**src/rtl/errdet_pkg.sv**
```systemverilog
// Shared types and helpers for the duplex memory error-detect switch.
package errdet_pkg;

  typedef enum logic [1:0] {
    DUPLEX,
    SIMPLEX_A,
    SIMPLEX_B,
    FAILED
  } state_t;

  // Width of an error counter able to reach 'limit'.
  function automatic int unsigned cnt_width(input int unsigned limit);
    return $clog2(limit + 1);
  endfunction

endpackage

```
**src/rtl/errdet_side.sv**
```systemverilog
// One memory side: DM/IM saturating error counters, counted-error pulse and
// failed flag.
module errdet_side
  import errdet_pkg::*;
#(
  parameter int unsigned ERR_LIMIT = 2
) (
  input  logic                            clk,
  input  logic                            rst,
  input  logic                            clr,
  input  logic                            hit,
  input  logic                            imacc,
  output logic [cnt_width(ERR_LIMIT)-1:0] cnt_dm,
  output logic [cnt_width(ERR_LIMIT)-1:0] cnt_im,
  output logic                            pulse,
  output logic                            failed
);

  localparam int unsigned CW = cnt_width(ERR_LIMIT);
  localparam logic [CW-1:0] LIM = CW'(ERR_LIMIT);

  // Count qualified errors per access type, saturating at the limit; pulse on every hit.
  always_ff @(posedge clk or posedge rst) begin
    if (rst) begin
      cnt_dm <= '0;
      cnt_im <= '0;
      pulse  <= 1'b0;
    end else if (clr) begin
      cnt_dm <= '0;
      cnt_im <= '0;
      pulse  <= 1'b0;
    end else begin
      pulse <= hit;
      if (hit) begin
        if (imacc) begin
          if (cnt_im != LIM) cnt_im <= cnt_im + CW'(1);
        end else begin
          if (cnt_dm != LIM) cnt_dm <= cnt_dm + CW'(1);
        end
      end
    end
  end

  // Side is failed once either counter has reached the limit.
  always_comb begin
    failed = (cnt_dm == LIM) || (cnt_im == LIM);
  end

endmodule

```
**src/rtl/mem_errdet_switch.sv**
```systemverilog
// Duplex memory error-detect switch: per-side error counting, duplex/simplex
// state machine and one-hot module sync pulse.
// Optional feature: define ERRDET_RECOVER_EN to enable the RECOVER input.
module mem_errdet_switch
  import errdet_pkg::*;
#(
  parameter int unsigned NMOD      = 4,
  parameter int unsigned ERR_LIMIT = 2
) (
  input  logic                            CLK,
  input  logic                            RST,
  input  logic                            STB,
  input  logic                            IMACC,
  input  logic [$clog2(NMOD)-1:0]         MSEL,
  input  logic                            PERRA,
  input  logic                            PERRB,
  input  logic                            SYNC,
  input  logic                            RECOVER,
  output logic                            ENA,
  output logic                            ENB,
  output logic                            EAC,
  output logic                            EBC,
  output logic                            HALT,
  output logic [NMOD-1:0]                 MSYNC,
  output logic [cnt_width(ERR_LIMIT)-1:0] CNTA_DM,
  output logic [cnt_width(ERR_LIMIT)-1:0] CNTA_IM,
  output logic [cnt_width(ERR_LIMIT)-1:0] CNTB_DM,
  output logic [cnt_width(ERR_LIMIT)-1:0] CNTB_IM
);

  state_t          state, state_nxt;
  logic            rec;
  logic            hit_a, hit_b;
  logic            fail_a, fail_b;
  logic            sync_ok;
  logic [NMOD-1:0] msync_nxt;

`ifdef ERRDET_RECOVER_EN
  assign rec = RECOVER;
`else
  logic recover_unused;
  assign recover_unused = RECOVER;
  assign rec = 1'b0;
`endif

  // Errors are only counted on an enabled side during a strobe; recovery wins.
  always_comb begin
    hit_a = STB && ENA && PERRA && !rec;
    hit_b = STB && ENB && PERRB && !rec;
  end

  errdet_side #(.ERR_LIMIT(ERR_LIMIT)) u_side_a (
    .clk    (CLK),
    .rst    (RST),
    .clr    (rec),
    .hit    (hit_a),
    .imacc  (IMACC),
    .cnt_dm (CNTA_DM),
    .cnt_im (CNTA_IM),
    .pulse  (EAC),
    .failed (fail_a)
  );

  errdet_side #(.ERR_LIMIT(ERR_LIMIT)) u_side_b (
    .clk    (CLK),
    .rst    (RST),
    .clr    (rec),
    .hit    (hit_b),
    .imacc  (IMACC),
    .cnt_dm (CNTB_DM),
    .cnt_im (CNTB_IM),
    .pulse  (EBC),
    .failed (fail_b)
  );

  // State register; follows the counters one cycle later.
  always_ff @(posedge CLK or posedge RST) begin
    if (RST) state <= DUPLEX;
    else     state <= state_nxt;
  end

  // Next-state logic and enable/halt decode.
  always_comb begin
    state_nxt = state;
    ENA       = 1'b0;
    ENB       = 1'b0;
    HALT      = 1'b0;
    if (rec) begin
      state_nxt = DUPLEX;
    end else begin
      case (state)
        DUPLEX: begin
          if (fail_a && fail_b) state_nxt = FAILED;
          else if (fail_a)      state_nxt = SIMPLEX_B;
          else if (fail_b)      state_nxt = SIMPLEX_A;
        end
        SIMPLEX_A: if (fail_a) state_nxt = FAILED;
        SIMPLEX_B: if (fail_b) state_nxt = FAILED;
        FAILED:    state_nxt = FAILED;
        default:   state_nxt = DUPLEX;
      endcase
    end
    case (state)
      DUPLEX:    begin ENA = 1'b1; ENB = 1'b1; end
      SIMPLEX_A: ENA = 1'b1;
      SIMPLEX_B: ENB = 1'b1;
      FAILED:    HALT = 1'b1;
      default:   begin ENA = 1'b1; ENB = 1'b1; end
    endcase
  end

  // Sync decode: a recovery strobe still syncs even though the state is FAILED.
  always_comb begin
    sync_ok   = STB && SYNC && ((state != FAILED) || rec) && (32'(MSEL) < NMOD);
    msync_nxt = '0;
    if (sync_ok) msync_nxt = NMOD'(1) << MSEL;
  end

  // One-cycle registered sync pulse.
  always_ff @(posedge CLK or posedge RST) begin
    if (RST) MSYNC <= '0;
    else     MSYNC <= msync_nxt;
  end

endmodule

```
**config.mk**
```make
export PLATFORM = sky130hd
export DESIGN_NAME = mem_errdet_switch
export DESIGN_NICKNAME = d
export VERILOG_FILES = /design/src/rtl/errdet_pkg.sv /design/src/rtl/errdet_side.sv /design/src/rtl/mem_errdet_switch.sv
export SDC_FILE = /design/constraint.sdc
export NUM_CORES = 1
export LEC_CHECK = 0
export BUFFER_PORTS_ARGS = -buffer_cell sky130_fd_sc_hd__clkbuf_2
export CORE_MARGIN = 3
export CORE_UTILIZATION = 30
export DETAILED_ROUTE_END_ITERATION = 6
export GPL_ROUTABILITY_DRIVEN = 0
export GPL_TIMING_DRIVEN = 1
export PLACE_DENSITY = 0.56
export SLEW_MARGIN = 20
export SYNTH_ARGS = -nofsm -noshare
export SYNTH_HDL_FRONTEND = slang
export SYNTH_SLANG_ARGS = --single-unit
export TNS_END_PERCENT = 5
```
**constraint.sdc**
```tcl
create_clock -name CLK -period 1.27 [get_ports CLK]
set_input_delay 0.127 -clock CLK [delete_from_list [all_inputs] [get_ports CLK]]
set_output_delay 0.127 -clock CLK [all_outputs]
set_load 0.01 [all_outputs]
```
[After elaboration in Yosys (flattened, before gate mapping)]
Cells that the tools add are included.
Cells by class
  $add $sub $neg: 4
  equality and inequality tests: 15
  shift-type cells: 1
  multiplexer cells: 10
  bitwise operators: 1
  reductions and logical operators: 17
Operator list (count)
  3-bit AND reduction: 5
  2-bit != test (second input constant): 7
  2-bit equality test (second input constant): 6
  2-bit two-way mux: 5
  2-bit by 1-bit adder with 2-bit output (second input constant): 4
  2-bit one-hot mux with 4 select lines: 1
  1-bit logical AND: 7
  4-bit two-way mux: 1
  4-bit != test (second input constant): 1
  2-bit OR reduction: 2
  1-bit by 2-bit left shift with 4-bit output (first input constant): 1
  1-bit two-way mux: 3
  2-bit by 1-bit equality test with 1-bit output (second input constant): 1
  2-bit logical NOT: 1
  1-bit logical OR: 2
  1-bit inverter: 1
Storage, ports and cells
  register bits after elaboration: 16
  word-level logic and storage cells: 56

[Longest topological paths before layout]
Gate-level depths: netlist (run 1).
  depth in word-level cells: 6
  mapped depth: 4
  gate-level depth less buffers: 4

[Hierarchy]
Synthesis (run 1) repeated with hierarchy kept, for this count alone.
Unflattened totals
  cell total of the unflattened synthesis: 74
  area, all modules: 804.5 um^2
Modules (own cells, without submodules)
  errdet_side: times used 2, cells an instance 26, area each 279.0 um^2, sequential area each 125.1 um^2
  mem_errdet_switch: times used 1, cells an instance 22, area each 246.5 um^2, sequential area each 150.1 um^2

[Worst setup path before layout (run 1)]
OpenSTA, ideal clock, no wires.
  kind: register -> register
  start: reg u_side_a.cnt_dm[0]
  end: reg u_side_a.cnt_dm[0]
  library setup time: 0.125 ns
  data arrival time: 1.160 ns
  data required time: 1.145 ns
  slack: -0.016 ns
  stages on the path, launching flop included: 5
  path buffers: 0
  cell sequence: dfrtp_1 -> inv_1 -> ha_1 -> or3_4 -> xnor2_1
On the way
  longest elaborated chain between the ends: 2
  elaborated cells between the ends (all ways): 3
  those cells by class: 1 x add/sub; 1 x eq/ne; 1 x reduce/logical
RTL lines
  start, declared: RTL line errdet_side.sv:13  | output logic [cnt_width(ERR_LIMIT)-1:0] cnt_dm,
  start signal, assigned: RTL line errdet_side.sv:38  | if (cnt_dm != LIM) cnt_dm <= cnt_dm + CW'(1);
  2-bit != test: RTL line errdet_side.sv:38
  3-bit AND reduction (no source line)
Parallel ways exist; a longest one is shown, timed or not.
A chain may end at the register's enable or synchronous reset.

[Worst setup path after layout (run 1)]
  start: reg u_side_a.cnt_dm[1]
  end: reg u_side_a.cnt_dm[0]
On the way
  longest elaborated chain between the ends: 2
RTL lines (RTL line)
  2-bit != test: errdet_side.sv:38
  3-bit AND reduction (no source line)
Every way passes these cells.

==> flow_summary.ini, run 1 <==
[power]
ir_drop_mv = 0.6217
cellPowerDensity_mw_per_mm2 = 911.4
total_leakage_power_uw = 0.0005457

[synthesis]
async_flop_share_pct = 100.0
ys_seq_area_share_pct = 58.82
synth_enable_flop_cells = 0
yosysTopAreaCell = dfrtp_1
synth_area_leaders = dfrtp_1 (59%), inv_1 (8.8%), ha_1 (7.4%)
ys_seq_elements = 16
synth_commonest_cells = dfrtp_1 (16), inv_1 (16)
synth_top_cell_area_share_pct = 58.82
ys_types = 13
synth_warnings = 0
syn_avg_cell_area_um2 = 11.74
ys.flop_type = dfrtp_1
synthCells = 58
syn_nets = 72
post_synth_instance_area_um2 = 680.7

[die]
dieArea_mm2 = 0.002876
initial_core_util_pct = 33.01
rows = 16
die_w_um = 53.63
coreArea_mm2 = 0.002062
fp.dieH_um = 53.63
ios = 27

[timing]
setup_viol = 0
rsz0062_at_grt = yes
hold_viol_final = 0
setup_tns_ps = 0
min_period_ps = 1218
slew_headroom_pct = 86.13
fmax_mhz = 821.0
whs_ps = 41.67
timing.final.crit_share_pct = 95.90
maxSlewViolCount = 0
max_slew.worst_pin.slew_ps = 208.1
fin_skew_ps = 6.144

[clocking]
root_buffer = clkbuf_4
cts-htree-levels = 1
insertion_delay_ps = 270
clk_pin_slew_ps = 80
clock_sinks = 16
cts_made_buffers = 3
cts_max_path_buffers = 2
cts_tree = done
cts_setup_buffers = 0

[routing]
drc = 0
wl_per_cell_um = 9.678
wirelength_um = 1171
drt_iter0_drc = 1
viasPerCell = 4.041
postRouteAntennaNets = 0
vias = 489
dr.pass1.iters = 2

[final_layout]
multi_input_area_um2 = 240.2
final_area_um2 = 944.7
diodes = 0
fin_util_pct = 45.81
area_delta_synth_final_pct = 38.79
drive_gt1_share_pct = 44.68
nets = 110
layout.area.seq_um2 = 400.4
nFillCells = 195

[setup_path]
worst_ep_required_time_ps = 1430
crit_chain = ha_2 > or3_4 > xnor2_2
cpLargestDelayFamily = flip-flops
ff2ff_setup_slack_ps = 50
r2r-start = u_side_a.cnt_dm[1]$_DFFE_PP0P_
cp-start-kind = register
endpoint = u_side_a.cnt_dm[0]$_DFFE_PP0P_
cp_slowest_cell = dfrtp_1
worst_r2r_endpoint = u_side_a.cnt_dm[0]$_DFFE_PP0P_
crit_buf_inv = 0
cp_max_fo = 3
startpoint = u_side_a.cnt_dm[1]$_DFFE_PP0P_
end_kind = register
reg2reg_depth = 3
crit_type = reg -> reg
crit_arrival_ps = 1380
worst-path-stages = 3
cp_slowest_stage_delay_ps = 400

[grt]
grt_pass1_vias = 489
grt_pass1_wl_um = 1938
grt-ovfl-total = 0
grt_usage_pct = 9.953
antenna_found_initial = 0
grt_max_degree = 17

[placement]
place_hpwl_um = 952
numPortBuffers = 25
postPlaceCellArea_um2 = 892.1

[outcome]
status = complete, no violations

[hold_path]
hp-class = in -> reg

[flow_run]
maxCapViolCount = 0
## power by group
part,switching (uW),internal (uW)
logic,47.0,42.4
registers,6.96,521
clock network,134,110
total,188,673
## metal layers
metal | vias up | track usage, % | wire (um)
li1 | 256 | - | -
met1 | 210 | 10.79 | 538
met2 | 21 | 15.51 | 474
met3 | 2 | 5.540 | 140
met4 | 0 | 5.106 | 18
met5 | - | 0 | 0
## cell usage in the layout, fill, tap and decap left out, drive strengths merged
master / instances
clkbuf: 28
dfrtp: 16
inv: 16
buf: 7
mux2i: 4
nor3: 4
xnor2: 4
ha: 4
or3: 4
nand3b: 2
nor3b: 2
nand2: 1
nand3: 1
dlygate4sd3: 1
## cell families after synthesis
family | count (synthesis) | share of synthesized area [%]
adders and majority gates | 4 | 7.353
muxes | 4 | 5.883
xor gates and xnor gates | 4 | 5.147
buffers and inverters | 16 | 8.824
and+or+nand+nor | 14 | 13.97
DFF | 16 | 58.82
## worst min-delay path by stage
stage                        from                              to  cells past startpoint  slack [ps]
after floorplan               RST              MSYNC[0]$_DFF_PP0_                      1          40
after global placement        RST  u_side_a.cnt_dm[0]$_DFFE_PP0P_                      3         130
after detailed placement      RST  u_side_a.cnt_dm[0]$_DFFE_PP0P_                      3         120
after CTS                 MSEL[0]              MSYNC[0]$_DFF_PP0_                      2          30
after global routing      MSEL[0]              MSYNC[2]$_DFF_PP0_                      2          20
final                     MSEL[0]              MSYNC[0]$_DFF_PP0_                      2          40
## what timing repair did
item | in CTS | in global routing
hold buffers | 1 | 0
resized for setup | 0 | 4
endpoints found under the hold margin | 16 | 0
endpoints found under the setup margin | 0 | 6
## sequential cells by signal, summed over array words and instances (netlist names)
name / count
MSYNC: 4
state: 2
u_side_a.cnt_dm: 2
u_side_a.cnt_im: 2
u_side_b.cnt_dm: 2
u_side_b.cnt_im: 2
u_side_a.pulse: 1
u_side_b.pulse: 1
## stage by stage
stage               power (uW)  instances  worst slack [ps]
floorplan                579.8         58             3.588
global placement         622.6        117             67.66
detailed placement       624.1        117             58.20
CTS                      878.5        121             41.56
global route             922.9        121            -4.262
finish                   860.9        121             52.02
## final cells by class
cell class	count	share of cell area, %
clock buffers	3	2.384
flip-flops and latches	16	42.38
well taps	27	3.576
repair buffers	33	19.87
multi-input cells	26	25.43
inverters	16	6.358
No activity file was read; power rests on OpenSTA's default activity.
==> run 2, diff against run 1 <==
--- a/config.mk
+++ b/config.mk
@@ -12,6 +12,7 @@
 export GPL_ROUTABILITY_DRIVEN = 0
 export GPL_TIMING_DRIVEN = 1
 export PLACE_DENSITY = 0.56
+export REMOVE_ABC_BUFFERS = 1
 export SLEW_MARGIN = 20
 export SYNTH_ARGS = -nofsm -noshare
 export SYNTH_HDL_FRONTEND = slang
==> run 2 against run 1 <==
Net effect: global-route usage down 0.56 points; critical endpoint is now u_side_b.cnt_im[1]$_DFFE_PP0P_; register-to-register slack worse by 30 ps; routed wire length up 7.8%; flip-flop and latch count unchanged; count of clock-buffer cells in the layout unchanged.
==> flow_summary.ini, run 2 (synthesis gave the netlist of run 1 again) <==
[outcome]
status = complete, no violations

[placement]
postPlaceCellArea_um2 = 892.1
numPortBuffers = 25
place_hpwl_um = 988.1

[clocking]
cts-htree-levels = 1
cts_made_buffers = 3
cts_max_path_buffers = 2
clk_pin_slew_ps = 90
cts_tree = done
clock_sinks = 16
root_buffer = clkbuf_4
insertion_delay_ps = 280

[setup_path]
crit_buf_inv = 1
cp_slowest_stage_delay_ps = 370
crit_type = reg -> reg
end_kind = register
cp_slowest_cell = dfrtp_1
worst_ep_required_time_ps = 1460
crit_arrival_ps = 1440
crit_chain = nand3b_1 > nor3b_2 > buf_4 > mux2i_2
cp_max_fo = 3
cp-start-kind = register
cpLargestDelayFamily = simple AND/OR/NAND/NOR gates

[final_layout]
drive_gt1_share_pct = 45.83
multi_input_area_um2 = 236.5
area_delta_synth_final_pct = 40.44
diodes = 0
nFillCells = 212
nets = 112
layout.area.seq_um2 = 400.4
final_area_um2 = 955.9
largest_reg_flops = 4
top_register = MSYNC
mostFrequentLayoutCell = clkbuf_2
final_cell_mix = clkbuf_2 (25), dfrtp_1 (16), inv_1 (16)

[grt]
busiest_layer = met2
grt_use_met2_pct = 13.88
grt_max_degree = 17
use_met3_pct = 2.770
grt_pass1_wl_um = 1883
antenna_found_initial = 0
grt_usage_pct = 9.393
grt_pass1_vias = 464
grtUsageMet1_pct = 11.72
grt-ovfl-total = 0

[die]
dieArea_mm2 = 0.002876
coreArea_mm2 = 0.002062
fp.dieH_um = 53.63
initial_core_util_pct = 33.01
die_w_um = 53.63
rows = 16
ios = 27

[power]
clkPwrFrac_pct = 29.3
p_switching_uw = 201.4
p_total_uw = 874.8
p_seq_share_pct = 60.3
total_leakage_power_uw = 0.0005467
power.internal_uw = 673.4
cellPowerDensity_mw_per_mm2 = 915.2
ir_drop_mv = 0.4312
combPwrFrac_pct = 10.5
p_sw_share_pct = 23.02

[timing]
hold_viol_final = 0
rsz0062_at_grt = yes
fin_skew_ps = 7.512
fmax_mhz = 799.7
setup_viol = 0
max_slew.worst_pin.slew_ps = 206.9
min_period_ps = 1250
slew_headroom_pct = 86.21
maxSlewViolCount = 0
timing.final.crit_share_pct = 98.46

[hold_path]
hp-class = in -> reg

[routing]
postRouteAntennaNets = 0
dr.pass1.iters = 4
viasPerCell = 4.081
wl_per_cell_um = 10.26
wirelength_um = 1262
drt_iter0_drc = 3
drc = 0
vias = 502

[flow_run]
maxCapViolCount = 0
-- run 2: cell types whose count changed in the layout (fill, tap and decap cells not counted), sizes merged --
cell,previous run,this run
buf,7,9
-- run 2: final cells by class --
class                   count  area share, %
multi-input cells          26          24.74
repair buffers             35          21.20
clock buffers               3          2.356
inverters                  16          6.283
well taps                  27          3.534
flip-flops and latches     16          41.88
-- run 2: worst paths after layout --
kind | from | endpoint | slack, ps | cells past startpoint
max | state[0]$_DFFE_PP0P_ | u_side_b.cnt_im[1]$_DFFE_PP0P_ | 20 | 4
min | MSEL[1] | MSYNC[0]$_DFF_PP0_ | 30 | 2
max reg2reg | state[0]$_DFFE_PP0P_ | u_side_b.cnt_im[1]$_DFFE_PP0P_ | 20 | 4
min reg2reg | u_side_b.cnt_dm[1]$_DFFE_PP0P_ | u_side_b.cnt_dm[1]$_DFFE_PP0P_ | 550 | 2
max in group asynchronous | RST | u_side_b.pulse$_DFF_PP0_ | 710 | 4
min in group asynchronous | RST | u_side_a.cnt_dm[0]$_DFFE_PP0P_ | 370 | 4
-- run 2: power by group through the flow --
stage               clock, uW  sequential, uW  combinational (uW)
detailed placement          0             538                86.8
floorplan                   0             544                35.7
finish                    256             527                91.7
global placement            0             537                85.4
CTS                       268             527                89.3
global route              298             529                 104
-- run 2: repair_timing --
action / 4_1_cts / 5_1_grt
hold buffers: 1 / 0
buffers inserted: 0 / 2
setup endpoints to repair: 0 / 5
resized for setup: 0 / 4
endpoints found under the hold margin: 16 / 0
-- run 2: stage by stage --
stage               hold WS, ps  std cells  TNS, ps  setup slack [ps]  utilization (%)
floorplan                 40.74         58   -23.14            -15.71                -
global placement          125.2        117        0             52.29            43.26
detailed placement        132.1        117        0             35.05            43.26
CTS                       21.60        121        0             13.13            44.84
global route              19.40        123   -93.60            -60.29            46.36
finish                    26.93        123        0             19.57            46.36
-- run 2: per-layer routing --
| metal | up-vias | wire [um] | share of wire, % |
|---|---|---|---|
| li1 | 261 | - | - |
| met1 | 222 | 564 | 45 |
| met2 | 19 | 568 | 45 |
| met3 | 0 | 130 | 10 |
| met4 | 0 | 0 | 0 |
| met5 | - | 0 | 0 |
-- run 2: worst register-to-register path: stages, from the launching register on --
cell and delay (ps):
dfrtp_1 370, nand3b_1 230, nor3b_2 230, buf_4 150, mux2i_2 190
==> run 3, diff against run 2 <==
--- a/config.mk
+++ b/config.mk
@@ -11,6 +11,7 @@
 export DETAILED_ROUTE_END_ITERATION = 6
 export GPL_ROUTABILITY_DRIVEN = 0
 export GPL_TIMING_DRIVEN = 1
+export HOLD_SLACK_MARGIN = 0.06
 export PLACE_DENSITY = 0.56
 export REMOVE_ABC_BUFFERS = 1
 export SLEW_MARGIN = 20
==> constraint.sdc (replaced) <==
create_clock -name CLK -period 1.27 [get_ports CLK]
set_input_delay 0.127 -clock CLK [delete_from_list [all_inputs] [get_ports CLK]]
set_output_delay 0.127 -clock CLK [all_outputs]
set_load 0.1 [all_outputs]
==> run 3 against run 2 <==
Net effect: largest power group unchanged; hold slack better by 110 ps; critical endpoint is now u_side_b.cnt_dm[0]$_DFFE_PP0P_; highest routed layer is now met4; non-clock buffer count up 4; register-to-register slack better by 20 ps; critical path depth unchanged; clock skew down 4.9 ps; total power up 24%; combinational power up 140%.
==> flow_summary.ini, run 3 (synthesis gave the netlist of run 1 again) <==
[setup_path]
worst_ep_required_time_ps = 1450
crit_chain = inv_1 > ha_2 > or3_4 > xnor2_2
cp_max_fo = 2
crit_buf_inv = 1
startpoint = u_side_b.cnt_dm[0]$_DFFE_PP0P_
cp-start-kind = register
crit_type = reg -> reg
r2r-start = u_side_b.cnt_dm[0]$_DFFE_PP0P_
crit_arrival_ps = 1410
end_kind = register
cp_slowest_stage_delay_ps = 390
cp_slowest_cell = or3_4
cpLargestDelayFamily = simple AND/OR/NAND/NOR gates

[placement]
postPlaceCellArea_mm2 = 0.001090
dp_slack_ps = 30.90
numPortBuffers = 25
place_hpwl_um = 1019
post-place-cells = 121

[final_layout]
top_register = MSYNC
mostFrequentLayoutCell = buf_4
largest_reg_flops = 4
area_delta_synth_final_pct = 73.90
drive_gt1_share_pct = 50.50
nets = 116
final_cell_count_no_fill = 128
final_area_mm2 = 0.001184
diodes = 0
final_cell_mix = buf_4 (18), dfrtp_1 (16), inv_1 (15)

[hold_path]
worstHoldStart = PERRA
hp-class = in -> reg

[clocking]
cts_max_path_buffers = 2
root_buffer = clkbuf_4
clk_pin_slew_ps = 100
cts_made_buffers = 3
insertion_delay_ps = 280
cts-htree-levels = 1
clock_sinks = 16
cts_tree = done
cts_setup_buffers = 0

[power]
cellPowerDensity_mw_per_mm2 = 918.6
ir_drop_mv = 0.5188
total_leakage_power_uw = 0.0006363

[grt]
grt_pass1_wl_um = 1945
grt_pass1_vias = 475
grt-ovfl-total = 0
grt_max_degree = 17
antenna_found_initial = 0
grt_usage_pct = 9.860

[die]
dieArea_mm2 = 0.002876
ios = 27
initial_core_util_pct = 33.01
die_w_um = 53.63
coreArea_mm2 = 0.002062
rows = 16
fp.dieH_um = 53.63

[routing]
viasPerCell = 4.086
drt_iter0_drc = 7
postRouteAntennaNets = 0
drc = 0
dr.pass1.iters = 3
wl_per_cell_um = 9.805
vias = 523
wirelength_um = 1255

[outcome]
status = complete, no violations

[timing]
hold_viol_final = 0
setup_tns_ps = 0
fin_skew_ps = 2.618
timing.final.crit_share_pct = 96.60
max_slew.worst_pin.slew_ps = 593.0
min_period_ps = 1227
timing.final.ws_setup_ps = 43.14
rsz0062_at_grt = yes
fmax_mhz = 815.1
slew_headroom_pct = 60.43
setup_viol = 0
maxSlewViolCount = 0

[flow_run]
maxCapViolCount = 0
## run 3: final timing paths
check                                                 endpoint  slack, ps  depth (start not counted)
worst max register to register  u_side_b.cnt_dm[0]$_DFFE_PP0P_         40                          4
worst max-delay path            u_side_b.cnt_dm[0]$_DFFE_PP0P_         40                          4
worst min register to register  u_side_b.cnt_im[0]$_DFFE_PP0P_        570                          2
max in group asynchronous                   MSYNC[1]$_DFF_PP0_        460                          3
worst min-delay path                  u_side_a.pulse$_DFF_PP0_        130                          3
min in group asynchronous                   MSYNC[0]$_DFF_PP0_        420                          3
## run 3: layout make-up
type | instances | area, um2
fillers | 169 | 878.3
multi-input cells | 26 | 247.7
clock buffers | 4 | 36.28
flip-flops and latches | 16 | 400.4
repair buffers | 39 | 405.4
well taps | 27 | 33.78
inverters | 16 | 60.06
## run 3: stage by stage
stage | total power [uW] | util [%] | hold WS (ps)
final | 1087 | 57.40 | 133.9
after detailed placement | 750.5 | 52.85 | 209.0
after floorplan | 661.0 | - | 40.74
after global routing | 1146 | 57.40 | 131.9
after CTS | 1091 | 56.07 | 117.6
after global placement | 747.1 | 52.85 | 209.0
## run 3: worst reg2reg max path: stages, from the launching register on
cell     delay, ps
dfrtp_1        370
inv_1           50
ha_2           170
or3_4          390
xnor2_2        140
## run 3: layer usage
metal / global-route usage [%] / wire length (um) / vias up
met5: 0 / 0 / -
met4: 6.383 / 19 / 0
met3: 3.047 / 118 / 4
met2: 14.90 / 552 / 21
met1: 12.07 / 565 / 232
li1: - / - / 266
## run 3: timing repair
action                                 in CTS  in global routing
endpoints found under the hold margin      19                  0
resized for setup                           0                  8
setup endpoints to repair                   0                  6
hold buffers                                3                  0
## run 3: report_power, final
group	internal [uW]	total [uW]	switching, uW
clock network	175	338	164
registers	521	527	6.00
logic	83.2	223	139
total	778	1090	309
